$ cat config.mk
export PLATFORM = sky130hd
export DESIGN_NAME = clk_div_cfg
export DESIGN_NICKNAME = d
export VERILOG_FILES = /design/src/rtl/clk_div_pkg.sv /design/src/rtl/cyc_timer.sv /design/src/rtl/clk_div_cfg.sv
export SDC_FILE = /design/constraint.sdc
export NUM_CORES = 1
export LEC_CHECK = 0
export ABC_CLOCK_PERIOD_IN_PS = 3700
export BUFFER_PORTS_ARGS = -buffer_cell sky130_fd_sc_hd__buf_2
export CORE_ASPECT_RATIO = 1.1
export CORE_UTILIZATION = 49
export CTS_CLUSTER_DIAMETER = 150
export DETAILED_ROUTE_END_ITERATION = 7
export PLACE_DENSITY = 0.77
export SETUP_SLACK_MARGIN = 0.15
export SLEW_MARGIN = 20
export SYNTH_ARGS = -nofsm -noshare
export SYNTH_HDL_FRONTEND = slang
export SYNTH_SLANG_ARGS = --single-unit
$ cat constraint.sdc
create_clock -name i_ref_clk -period 3.7 [get_ports i_ref_clk]
set_input_delay 0.185 -clock i_ref_clk [delete_from_list [all_inputs] [get_ports i_ref_clk]]
set_output_delay 0.185 -clock i_ref_clk [all_outputs]
set_load 0.03 [all_outputs]
$ cat src/rtl/clk_div_pkg.sv
// Shared types, default constants and ratio legality check for the clock-divider
// configuration controller.
package clk_div_pkg;

  typedef enum logic [1:0] {RUN, DRAIN, LOAD, SETTLE} cfg_state_e;

  localparam int          RATIO_WD_DEF    = 8;
  localparam logic [7:0]  MAX_RATIO_DEF   = 8'd128;
  localparam logic [7:0]  RESET_RATIO_DEF = 8'd1;
  localparam int unsigned QUIET_CYC_DEF   = 4;
  localparam int unsigned SETTLE_CYC_DEF  = 2;
  localparam int          TMR_WD          = 4;

  // Ratio 0 would stall the divider; 1 is bypass and therefore legal.
  function automatic logic is_legal_ratio(input logic [15:0] ratio,
                                          input logic [15:0] max_ratio);
    return (ratio != 16'd0) && (ratio <= max_ratio);
  endfunction

endpackage

$ cat src/rtl/cyc_timer.sv
// Load/down-count timer; o_expire is high in the last counted cycle of a
// state that loaded it on entry.
module cyc_timer
  import clk_div_pkg::*;
(
  input  logic              i_ref_clk,
  input  logic              i_rst_n,
  input  logic              i_load,
  input  logic [TMR_WD-1:0] i_load_val,
  output logic              o_expire
);

  logic [TMR_WD-1:0] cnt;

  always_ff @(posedge i_ref_clk or negedge i_rst_n) begin
    if (!i_rst_n) begin
      cnt <= '0;
    end else if (i_load) begin
      cnt <= i_load_val;
    end else if (cnt != '0) begin
      cnt <= cnt - TMR_WD'(1);
    end
  end

  assign o_expire = (cnt == TMR_WD'(1));

endmodule

$ cat src/rtl/clk_div_cfg.sv
// Ratio-update controller for CLK_DIV: validates requests and applies them
// through drain / load / settle so the ratio never changes while enabled.
module clk_div_cfg
  import clk_div_pkg::*;
#(
  parameter int                    RATIO_WD    = RATIO_WD_DEF,
  parameter logic [RATIO_WD-1:0]   MAX_RATIO   = RATIO_WD'(MAX_RATIO_DEF),
  parameter logic [RATIO_WD-1:0]   RESET_RATIO = RATIO_WD'(RESET_RATIO_DEF),
  parameter int unsigned           QUIET_CYC   = QUIET_CYC_DEF,
  parameter int unsigned           SETTLE_CYC  = SETTLE_CYC_DEF
) (
  input  logic                i_ref_clk,
  input  logic                i_rst_n,
  input  logic                i_enable,
  input  logic                i_cfg_valid,
  input  logic [RATIO_WD-1:0] i_cfg_ratio,
  output logic [RATIO_WD-1:0] o_div_ratio,
  output logic                o_clk_en,
  output logic                o_busy,
  output logic                o_cfg_done,
  output logic                o_cfg_err
);

  cfg_state_e          state_q, state_d;
  logic [RATIO_WD-1:0] target_q, target_d;
  logic [RATIO_WD-1:0] pend_q, pend_d;
  logic [RATIO_WD-1:0] ratio_d;
  logic                pend_vld_q, pend_vld_d;
  logic                clk_en_d, busy_d, done_d, err_d;
  logic                err_owed_q, err_owed_d, err_any;
  logic                legal, legal_req, bad_req;
  logic                tmr_load, tmr_expire;
  logic [TMR_WD-1:0]   tmr_val;

  assign legal     = is_legal_ratio(16'(i_cfg_ratio), 16'(MAX_RATIO));
  assign legal_req = i_cfg_valid & legal;
  assign bad_req   = i_cfg_valid & ~legal;

  cyc_timer u_timer (
    .i_ref_clk  (i_ref_clk),
    .i_rst_n    (i_rst_n),
    .i_load     (tmr_load),
    .i_load_val (tmr_val),
    .o_expire   (tmr_expire)
  );

  always_comb begin
    state_d    = state_q;
    target_d   = target_q;
    pend_d     = pend_q;
    pend_vld_d = pend_vld_q;
    ratio_d    = o_div_ratio;
    clk_en_d   = 1'b0;
    busy_d     = 1'b1;
    done_d     = 1'b0;
    tmr_load   = 1'b0;
    tmr_val    = TMR_WD'(QUIET_CYC);

    // Any legal request seen while busy lands in the one-deep pending slot.
    if (state_q != RUN && legal_req) begin
      pend_d     = i_cfg_ratio;
      pend_vld_d = 1'b1;
    end

    case (state_q)
      RUN: begin
        clk_en_d = i_enable;
        busy_d   = 1'b0;
        if (legal_req) begin
          if (i_cfg_ratio == o_div_ratio) begin
            done_d = 1'b1;
          end else begin
            target_d = i_cfg_ratio;
            state_d  = DRAIN;
            clk_en_d = 1'b0;
            busy_d   = 1'b1;
            tmr_load = 1'b1;
          end
        end
      end
      DRAIN: begin
        if (tmr_expire) state_d = LOAD;
      end
      LOAD: begin
        ratio_d  = target_q;
        state_d  = SETTLE;
        tmr_load = 1'b1;
        tmr_val  = TMR_WD'(SETTLE_CYC);
      end
      SETTLE: begin
        if (tmr_expire) begin
          done_d = 1'b1;
          // Enable is already low, so a queued ratio goes straight to LOAD.
          if (legal_req || pend_vld_q) begin
            target_d   = legal_req ? i_cfg_ratio : pend_q;
            pend_vld_d = 1'b0;
            state_d    = LOAD;
          end else begin
            state_d  = RUN;
            busy_d   = 1'b0;
            clk_en_d = i_enable;
          end
        end
      end
      default: state_d = RUN;
    endcase

    // A reject that coincides with a done pulse is reported one cycle later.
    err_any = bad_req | err_owed_q;
    if (done_d) begin
      err_d      = 1'b0;
      err_owed_d = err_any;
    end else begin
      err_d      = err_any;
      err_owed_d = 1'b0;
    end
  end

  always_ff @(posedge i_ref_clk or negedge i_rst_n) begin
    if (!i_rst_n) begin
      state_q     <= RUN;
      pend_vld_q  <= 1'b0;
      err_owed_q  <= 1'b0;
      o_div_ratio <= RESET_RATIO;
      o_clk_en    <= 1'b0;
      o_busy      <= 1'b0;
      o_cfg_done  <= 1'b0;
      o_cfg_err   <= 1'b0;
    end else begin
      state_q     <= state_d;
      pend_vld_q  <= pend_vld_d;
      err_owed_q  <= err_owed_d;
      o_div_ratio <= ratio_d;
      o_clk_en    <= clk_en_d;
      o_busy      <= busy_d;
      o_cfg_done  <= done_d;
      o_cfg_err   <= err_d;
    end
  end

  // Ratio holding registers are qualified by state/pend_vld_q and need no reset.
  always_ff @(posedge i_ref_clk) begin
    target_q <= target_d;
    pend_q   <= pend_d;
  end

endmodule
# Word level (Yosys, flattened, before mapping)
# Index checks and enable logic that the tools add are counted.
[classes]
reduce_logical = 11
div_mod_pow = 0
bitwise = 4
shifts = 0
n_addsub = 1
n_eq_ne = 10
n_lt_le_gt_ge = 1
mux = 36
n_mul = 0
[op_table]
columns = ["cell", "n"]
rows = [
  ["2-to-1 mux 8 bit", 5],
  ["2-to-1 mux 1 bit", 17],
  ["case mux 8 bit (2 select lines)", 1],
  ["2-to-1 mux 2 bit", 5],
  ["inequality test 2 bit (second input constant)", 5],
  ["equality test 8 bit", 1],
  ["less-or-equal comparator 8 bit (second input constant)", 1],
  ["2-to-1 mux 4 bit", 2],
  ["case mux 1 bit (2 select lines)", 4],
  ["case mux 2 bit (4 select lines)", 1],
  ["nonzero test 8 bit", 1],
  ["nonzero test 2 bit", 3],
  ["AND reduction 5 bit", 1],
  ["equality test 2 bit (second input constant)", 2],
  ["equality test 4 x 1 -> 1 bit (second input constant)", 1],
  ["AND reduction 4 bit", 1],
  ["nonzero test 4 bit", 1],
  ["subtractor 4 x 1 -> 4 bit (second input constant)", 1],
  ["2-to-1 mux 3 bit", 1],
  ["AND 1 bit", 2],
  ["equality test 2 x 1 -> 1 bit (second input constant)", 1],
  ["logical AND 1 bit", 2],
  ["logical NOT 2 bit", 1],
  ["logical OR 1 bit", 1],
  ["2 further kinds", 2],
]
[totals]
ff_bits = 36
ramBits = 0
mem_count = 0
latchBits = 0
rom_bits = 0
out_inout_bits = 12

# Logic depth before layout (Yosys ltp)
# Gate-level depths: netlist (run 1).
[logic_depth]
depth_word = 8
depth_mapped = 6
depth_no_buf = 6

# Modules after synthesis
# Synthesis (run 1) repeated with hierarchy kept, for this count alone.
[hier_totals]
hier_cells = 127
hier_area_um2 = 1745.4
[by_module_without_submodules]
columns = ["mod", "n_inst", "area_per_inst_um2", "cells_per_inst"]
rows = [
  ["clk_div_cfg", 1, 1480.2, 103],
  ["cyc_timer", 1, 265.3, 24],
]

# Worst setup path after synthesis (run 1)
# Ideal clock, no wire load.
[synth_timing]
kind = "in2reg"
startpoint = "input port i_cfg_ratio[2]"
endpoint = "register target_q[0] (enable)"
stages = 6
required_time_ns = 3.330
path_slack_ns = 1.296
arrival_ns = 2.033
setup_time_ns = 0.370
path_cell_list = "or4_4 nor4_4 mux2i_1 o21a_1 a32oi_1 nor2_1"
[synth_between]
elab_chain_len = 6
elab_cells_between_ends = 10
cone_classes = "order compare: 1; eq/ne: 4; bitwise: 1; reduce/logical: 4"
[synth_rtl]
columns = ["element", "line_no", "rtl"]
rows = [
  ["start, declared", "clk_div_cfg.sv:16", "input logic [RATIO_WD-1:0] i_cfg_ratio,"],
  ["less-or-equal comparator 8 bit / nonzero test 8 bit (equally long branches)", "clk_div_pkg.sv:17", "return (ratio != 16'd0) && (ratio <= max_ratio);"],
  ["logical AND 1 bit", "clk_div_pkg.sv:17", ""],
  ["AND 1 bit", "clk_div_cfg.sv:36", "assign legal_req = i_cfg_valid & legal;"],
  ["logical OR 1 bit", "clk_div_cfg.sv:94", "if (legal_req || pend_vld_q) begin"],
  ["inequality test 2 bit (no source line)", "n/a", ""],
  ["AND reduction 5 bit (no source line) *", "n/a", ""],
  ["end signal, assigned", "clk_div_cfg.sv:143", "target_q <= target_d;"],
  ["end, declared", "clk_div_cfg.sv:25", "logic [RATIO_WD-1:0] target_q, target_d;"],
]
# Mark *: on every way between the ends. The rest lies on a longest branch, timed or not.
# A chain may end at the register's enable or synchronous reset.

# Worst setup path in the final report (run 1)
# Same ends and word-level chain as after synthesis.

==> impl_metrics.ini, run 1 <==
[synth]
syn_area_sq_um = 1710
synth_nets = 141
yosysTopAreaCellShare_pct = 28.1
synth_seq_cells = 36
synthDistinctLibCells = 36
synth_top_cell_by_area = edfxtp_1
ys_warn_count = 0
synth_area_per_cell_sq_um = 14.0
synth_area_leaders = edfxtp_1 (28%), dfrtp_1 (28%), mux2_4 (7.0%)
netlist_instances = 122
yosysSeqAreaShare_pct = 57.4

[finish]
drive_gt1_share_pct = 35.5
mostFrequentLayoutCells = buf_2 (23), dfrtp_1 (19), edfxtp_1 (16)
area_growth_pct = 13.2
fin_cells = 200
layout_commonest_cell = buf_2
diodes = 0
final_net_count = 170

[floorplan]
die_height_microns = 64.0
row_count = 22
die-area_sq_um = 3730
start_util_pct = 51.4
io_pins = 24
core-area_sq_um = 3330
die_w_microns = 58.4

[clock_tree]
cts_htree_levels = 2
tritoncts = done
cts-buffers-inserted = 5
worstSkewPairLatency_ns = 0.34
cts_buffer_depth = 2
postCtsSetupBuffers = 0
clkTransAtPathRegs_ns = 0.11
clockRootBuffer = clkbuf_4
clock_sinks = 36

[power_and_ir_drop]
ir_worst_vdd_mv = 0.327
power.density_nw_per_um2 = 801
total_leakage_power_nw = 0.839

[timing]
max_slew.worst_pin.slew_ns = 0.689
slew_headroom_pct = 53.9
setup_tns_ns = 0
fmax_mhz = 388
rsz0062_at_grt = no
period_share_pct = 69.6
finalSetupViolCount = 0
period_minus_slack_ns = 2.58
hold_viol_final = 0
fin_hold_ws_ns = 0.0773
slew_violations = 0
layout_setup_ws_ns = 1.12
finClkSkew_ns = 0.00879

[outcome]
run_status = complete, no violations

[global_route]
grt_use_total_pct = 18.8
antenna_found_initial = 0
grt_pass1_vias = 1103
grt_overflow = 0
grt_max_degree = 21
grt_pass1_wl_mm = 5.04

[run]
cap_violations = 0

[worst_setup_path]
reg2reg_from = state_q[1]$_DFFE_PN0P_
timing.rr.end = target_q[0]$_DFFE_PP_
reg2reg_slack_ns = 1.73
crit_fanout = 8
arrival_ns = 2.55
crit_type = primary input to register
cp-end-kind = register
rr_worst_depth = 4
startpoint_type = primary input
worstPathRequired_ns = 3.67

[detailed_routing]
vias_per_cell = 5.26
drtPass1Iterations = 4
drt_wl_total_mm = 3.03
num_vias = 1051
route.detailed.drc = 0
ant_nets = 0
wl_per_cell_microns = 15.1
drtIter0Drc = 13

[min_path]
worstHoldEndpoint = pend_q[4]$_DFFE_PP_
hold_path.startpoint = i_cfg_ratio[4]
whs_path_depth = 1
hold_path.class = primary input to register

[place]
gp_congestion = 0.886
place_inst = 191
io_buffers = 23
post-place-ws_ns = 0.814
hpwlAfterDp_mm = 2.23
## cell families (layout without fill, tap and decap cells)
group	after synthesis	count (layout)	synth area share (%)
buffers and inverters	8	38	2.19
and+or+nand+nor	27	27	9.65
AOI/OAI and AO/OA	16	16	7.16
muxes	17	17	12.9
adders and majority gates	7	7	5.12
xor gates and xnor gates	11	11	5.63
DFF	36	36	57.4
## cell type report
cell class	instances	area (sq um)
inverter	6	22.5
clock inverter	3	18.8
timing repair buffer	24	125
clock buffer	5	37.5
sequential	36	982
multi-input combinational	78	692
tap	48	60.1
fill	281	1390
## critical path, stage by stage
cell	delay, ns
buf_2	0.13
or4_4	0.54
nor4_4	0.22
mux2i_1	0.57
o21a_1	0.24
a32oi_1	0.11
nor2_1	0.55
## repair_timing
action                    in CTS  in global routing
hold endpoints to repair      19                  0
hold buffers                   1                  0
gates resized for setup        0                  0
## per-stage QoR
step                area, sq um  util (%)  power (mW)
global route               1940      58.2        1.66
floorplan                  1710         -        1.18
detailed placement         1870      56.2        1.36
global placement           1870      56.2        1.33
CTS                        1940      58.2        1.57
finish                     1940      58.2        1.55
## synth_stat cells, drive strengths merged
master / count
and2: 1
ha: 7
o21ai: 2
mux2i: 1
o31a: 1
a2111o: 1
edfxtp: 16
clkbuf: 1
buf: 1
o21bai: 1
a32oi: 1
nor3: 4
nand2b: 2
or3: 1
or4: 1
o41ai: 2
nor2: 5
nand4: 1
nand3: 1
a21oi: 5
nor2b: 1
nand2: 5
dfrtp: 19
mux2: 16
xnor2: 1
inv: 6
o21a: 3
nor4: 3
and3: 1
xor2: 10
nor3b: 1
dfstp: 1
## where the power goes
part / switching (mW) / internal (mW) / total (mW)
clock network: 0.128 / 0.0729 / 0.201
registers: 0.0910 / 0.581 / 0.672
logic: 0.405 / 0.274 / 0.679
total: 0.624 / 0.928 / 1.55
## sequential cells by signal, indices dropped and copies added, names as in the netlist
register and cells:
o_clk_en 1, o_cfg_err 1, u_timer.cnt 4, err_owed_q 1, state_q 2, target_q 8
o_cfg_done 1, o_busy 1, pend_vld_q 1, pend_q 8, o_div_ratio 8
## worst max path at each step
stage,start,depth (start not counted),end,slack (ns)
finish,i_cfg_ratio[2],7,target_q[0]$_DFFE_PP_,1.12
global route,i_cfg_ratio[2],7,target_q[0]$_DFFE_PP_,0.99
detailed placement,i_cfg_ratio[2],7,target_q[6]$_DFFE_PP_,0.81
CTS,i_cfg_ratio[2],7,target_q[0]$_DFFE_PP_,1.16
global placement,i_cfg_ratio[2],7,target_q[6]$_DFFE_PP_,0.92
floorplan,i_cfg_ratio[2],6,target_q[0]$_DFFE_PP_,1.30
## metal layers
layer	track usage, %	vias to the layer above	wire length (microns)
li1	-	499	-
met1	22.0	525	1250
met2	31.6	20	1610
met3	4.66	7	98
met4	9.52	0	70
met5	0	-	0
Note: power is estimated with default switching activity, not from simulation.
==> run 2, diff against run 1 <==
--- a/config.mk
+++ b/config.mk
@@ -5,7 +5,8 @@
 export SDC_FILE = /design/constraint.sdc
 export NUM_CORES = 1
 export LEC_CHECK = 0
-export ABC_CLOCK_PERIOD_IN_PS = 3700
+export ABC_AREA = 1
+export ABC_CLOCK_PERIOD_IN_PS = 2540
 export BUFFER_PORTS_ARGS = -buffer_cell sky130_fd_sc_hd__buf_2
 export CORE_ASPECT_RATIO = 1.1
 export CORE_UTILIZATION = 49
==> constraint.sdc (replaced) <==
create_clock -name i_ref_clk -period 2.54 [get_ports i_ref_clk]
set_input_delay 0.127 -clock i_ref_clk [delete_from_list [all_inputs] [get_ports i_ref_clk]]
set_output_delay 0.127 -clock i_ref_clk [all_outputs]
set_load 0.03 [all_outputs]
==> run 2 against run 1 <==
Compared with the run above:
- clock skew up 0.0025 ns
- flip-flop and latch count unchanged
- count of clock-buffer cells in the layout unchanged
- critical path depth is 5 higher
- cell count increased by 36%
- critical path type unchanged
- largest power group unchanged
==> impl_metrics.ini, run 2 <==
[floorplan]
die_w_microns = 59.3
io_pins = 24
die-area_sq_um = 3860
row_count = 22
die_height_microns = 65.0
core-area_sq_um = 3390
start_util_pct = 52.3

[power_and_ir_drop]
ir_worst_vdd_mv = 0.543
total_leakage_power_nw = 1.01
power_mw = 2.51
power.density_nw_per_um2 = 1220

[global_route]
grt_use_total_pct = 21.3
antenna_found_initial = 0
grt_max_degree = 21
grt_pass1_vias = 1319
grt_overflow = 0
grt_pass1_wl_mm = 5.86

[synth]
ys_warn_count = 0
synth_most_common_cell = nand2_1
synth_ff_type = dfrtp_1
netlist_instances = 191
synth_common_cells = nand2_1 (62), dfrtp_1 (19), inv_1 (18), edfxtp_1 (16), nor2_1 (14)
synthDistinctLibCells = 28
synth_seq_cells = 36
synth_area_leaders = edfxtp_1 (27%), dfrtp_1 (27%), nand2_1 (13%)
yosysTopAreaCellShare_pct = 27.1
synthArstFlopShare_pct = 55.6
synth_area_per_cell_sq_um = 9.27
yosysSeqAreaShare_pct = 55.5
syn_area_sq_um = 1770
synth_edf_count = 16
synth_nets = 210
synth_top_cell_by_area = edfxtp_1

[timing]
fin_hold_ws_ns = 0.00860
slew_headroom_pct = 70.4
fmax_mhz = 478
hold_viol_final = 0
period_minus_slack_ns = 2.09
period_share_pct = 82.4
finalSetupViolCount = 0
slew_violations = 0
max_slew.worst_pin.slew_ns = 0.444
setup_tns_ns = 0
rsz0062_at_grt = no
finClkSkew_ns = 0.0113

[clock_tree]
clkTransAtPathRegs_ns = 0.11
cts_buffer_depth = 2
tritoncts = done
worstSkewPairLatency_ns = 0.35
clockRootBuffer = clkbuf_4
cts_resized = 0
clock_sinks = 36
cts-buffers-inserted = 5
cts_htree_levels = 2
postCtsHoldBufs = 3
postCtsSetupBuffers = 0

[detailed_routing]
ant_nets = 0
drt_wl_total_mm = 3.39
vias_per_cell = 4.89
drtPass1Iterations = 4
route.detailed.drc = 0
num_vias = 1330
drtIter0Drc = 54
wl_per_cell_microns = 12.5

[worst_setup_path]
cp-end-kind = register
worstPathRequired_ns = 2.60
startpoint_type = primary input
arrival_ns = 2.15
reg2reg_slack_ns = 0.70
crit_fanout = 12
crit_type = primary input to register

[finish]
mostFrequentLayoutCells = nand2_1 (62), buf_2 (23), dfrtp_1 (19)
area_growth_pct = 16.0
reg_top3 = o_div_ratio x8, pend_q x8, target_q x8
regArea_sq_um = 982
final_net_count = 242
layout_commonest_cell = nand2_1
multi_input_area_sq_um = 683
drive_gt1_share_pct = 20.5
diodes = 0
fin_cells = 272
n_fill_cell = 284

[outcome]
run_status = complete, no violations

[min_path]
hold_path.class = primary input to register

[place]
hpwlAfterDp_mm = 2.47
io_buffers = 23
place_inst = 260
gp_congestion = 0.811

[run]
cap_violations = 0
[run 2: layout make-up]
cell class / instances / area share [%]
Clock inverter: 3 / 2.07
Sequential cell: 36 / 47.8
Inverter: 21 / 3.84
Timing Repair Buffer: 29 / 8.28
Clock buffer: 5 / 1.83
Multi-Input combinational cell: 130 / 33.3
Tap cell: 48 / 2.92
[run 2: kinds of logic (layout without fill, tap and decap cells)]
logic type	after synthesis	in the layout	share of synthesized area, %
compound gates	18	18	6.29
xor+xnor	8	8	3.96
fa+ha+maj	7	7	4.95
buf+inv	25	58	5.94
flops	36	36	55.5
simple gates	97	97	23.4
[run 2: final timing paths]
kind | start | cells past startpoint | end
max | i_cfg_ratio[2] | 12 | target_q[1]$_DFFE_PP_
min | i_cfg_ratio[6] | 1 | pend_q[6]$_DFFE_PP_
max reg2reg | state_q[0]$_DFFE_PN0P_ | 8 | target_q[1]$_DFFE_PP_
min reg2reg | target_q[0]$_DFFE_PP_ | 2 | o_div_ratio[0]$_DFFE_PN1P_
max in group asynchronous | i_rst_n | 2 | o_div_ratio[0]$_DFFE_PN1P_
min in group asynchronous | i_rst_n | 2 | o_div_ratio[3]$_DFFE_PN0P_
[run 2: critical path, stage by stage]
cell and delay [ns]:
dlygate4sd3_1 0.53, buf_2 0.15, nor2_1 0.13, nand2_1 0.08, o21ai_2 0.15, nand3_2 0.28, nand2_1 0.17, nand2_1 0.08
inv_1 0.10, nand2_1 0.06, a21oi_1 0.11, buf_4 0.19
[run 2: report_power, final]
part           total, mW  switching, mW  internal (mW)
sequential         0.993          0.128          0.865
combinational       1.11          0.740          0.370
clock              0.404          0.198          0.205
[run 2: routing by layer]
layer | vias to the layer above | track usage, % | wire (microns)
met2 | 42 | 32.6 | 1570
met5 | - | 0 | 0
met4 | 0 | 9.23 | 50
met1 | 611 | 27.1 | 1530
met3 | 7 | 6.99 | 234
li1 | 670 | - | -
[run 2: metrics by stage]
step | worst slack [ns] | util, % | cell area [sq um]
finish | 0.448 | 60.7 | 2050
detailed placement | 0.613 | 57.1 | 1930
CTS | 0.483 | 60.4 | 2040
global route | 0.314 | 60.7 | 2050
global placement | 0.687 | 57.1 | 1930
floorplan | 0.566 | - | 1770
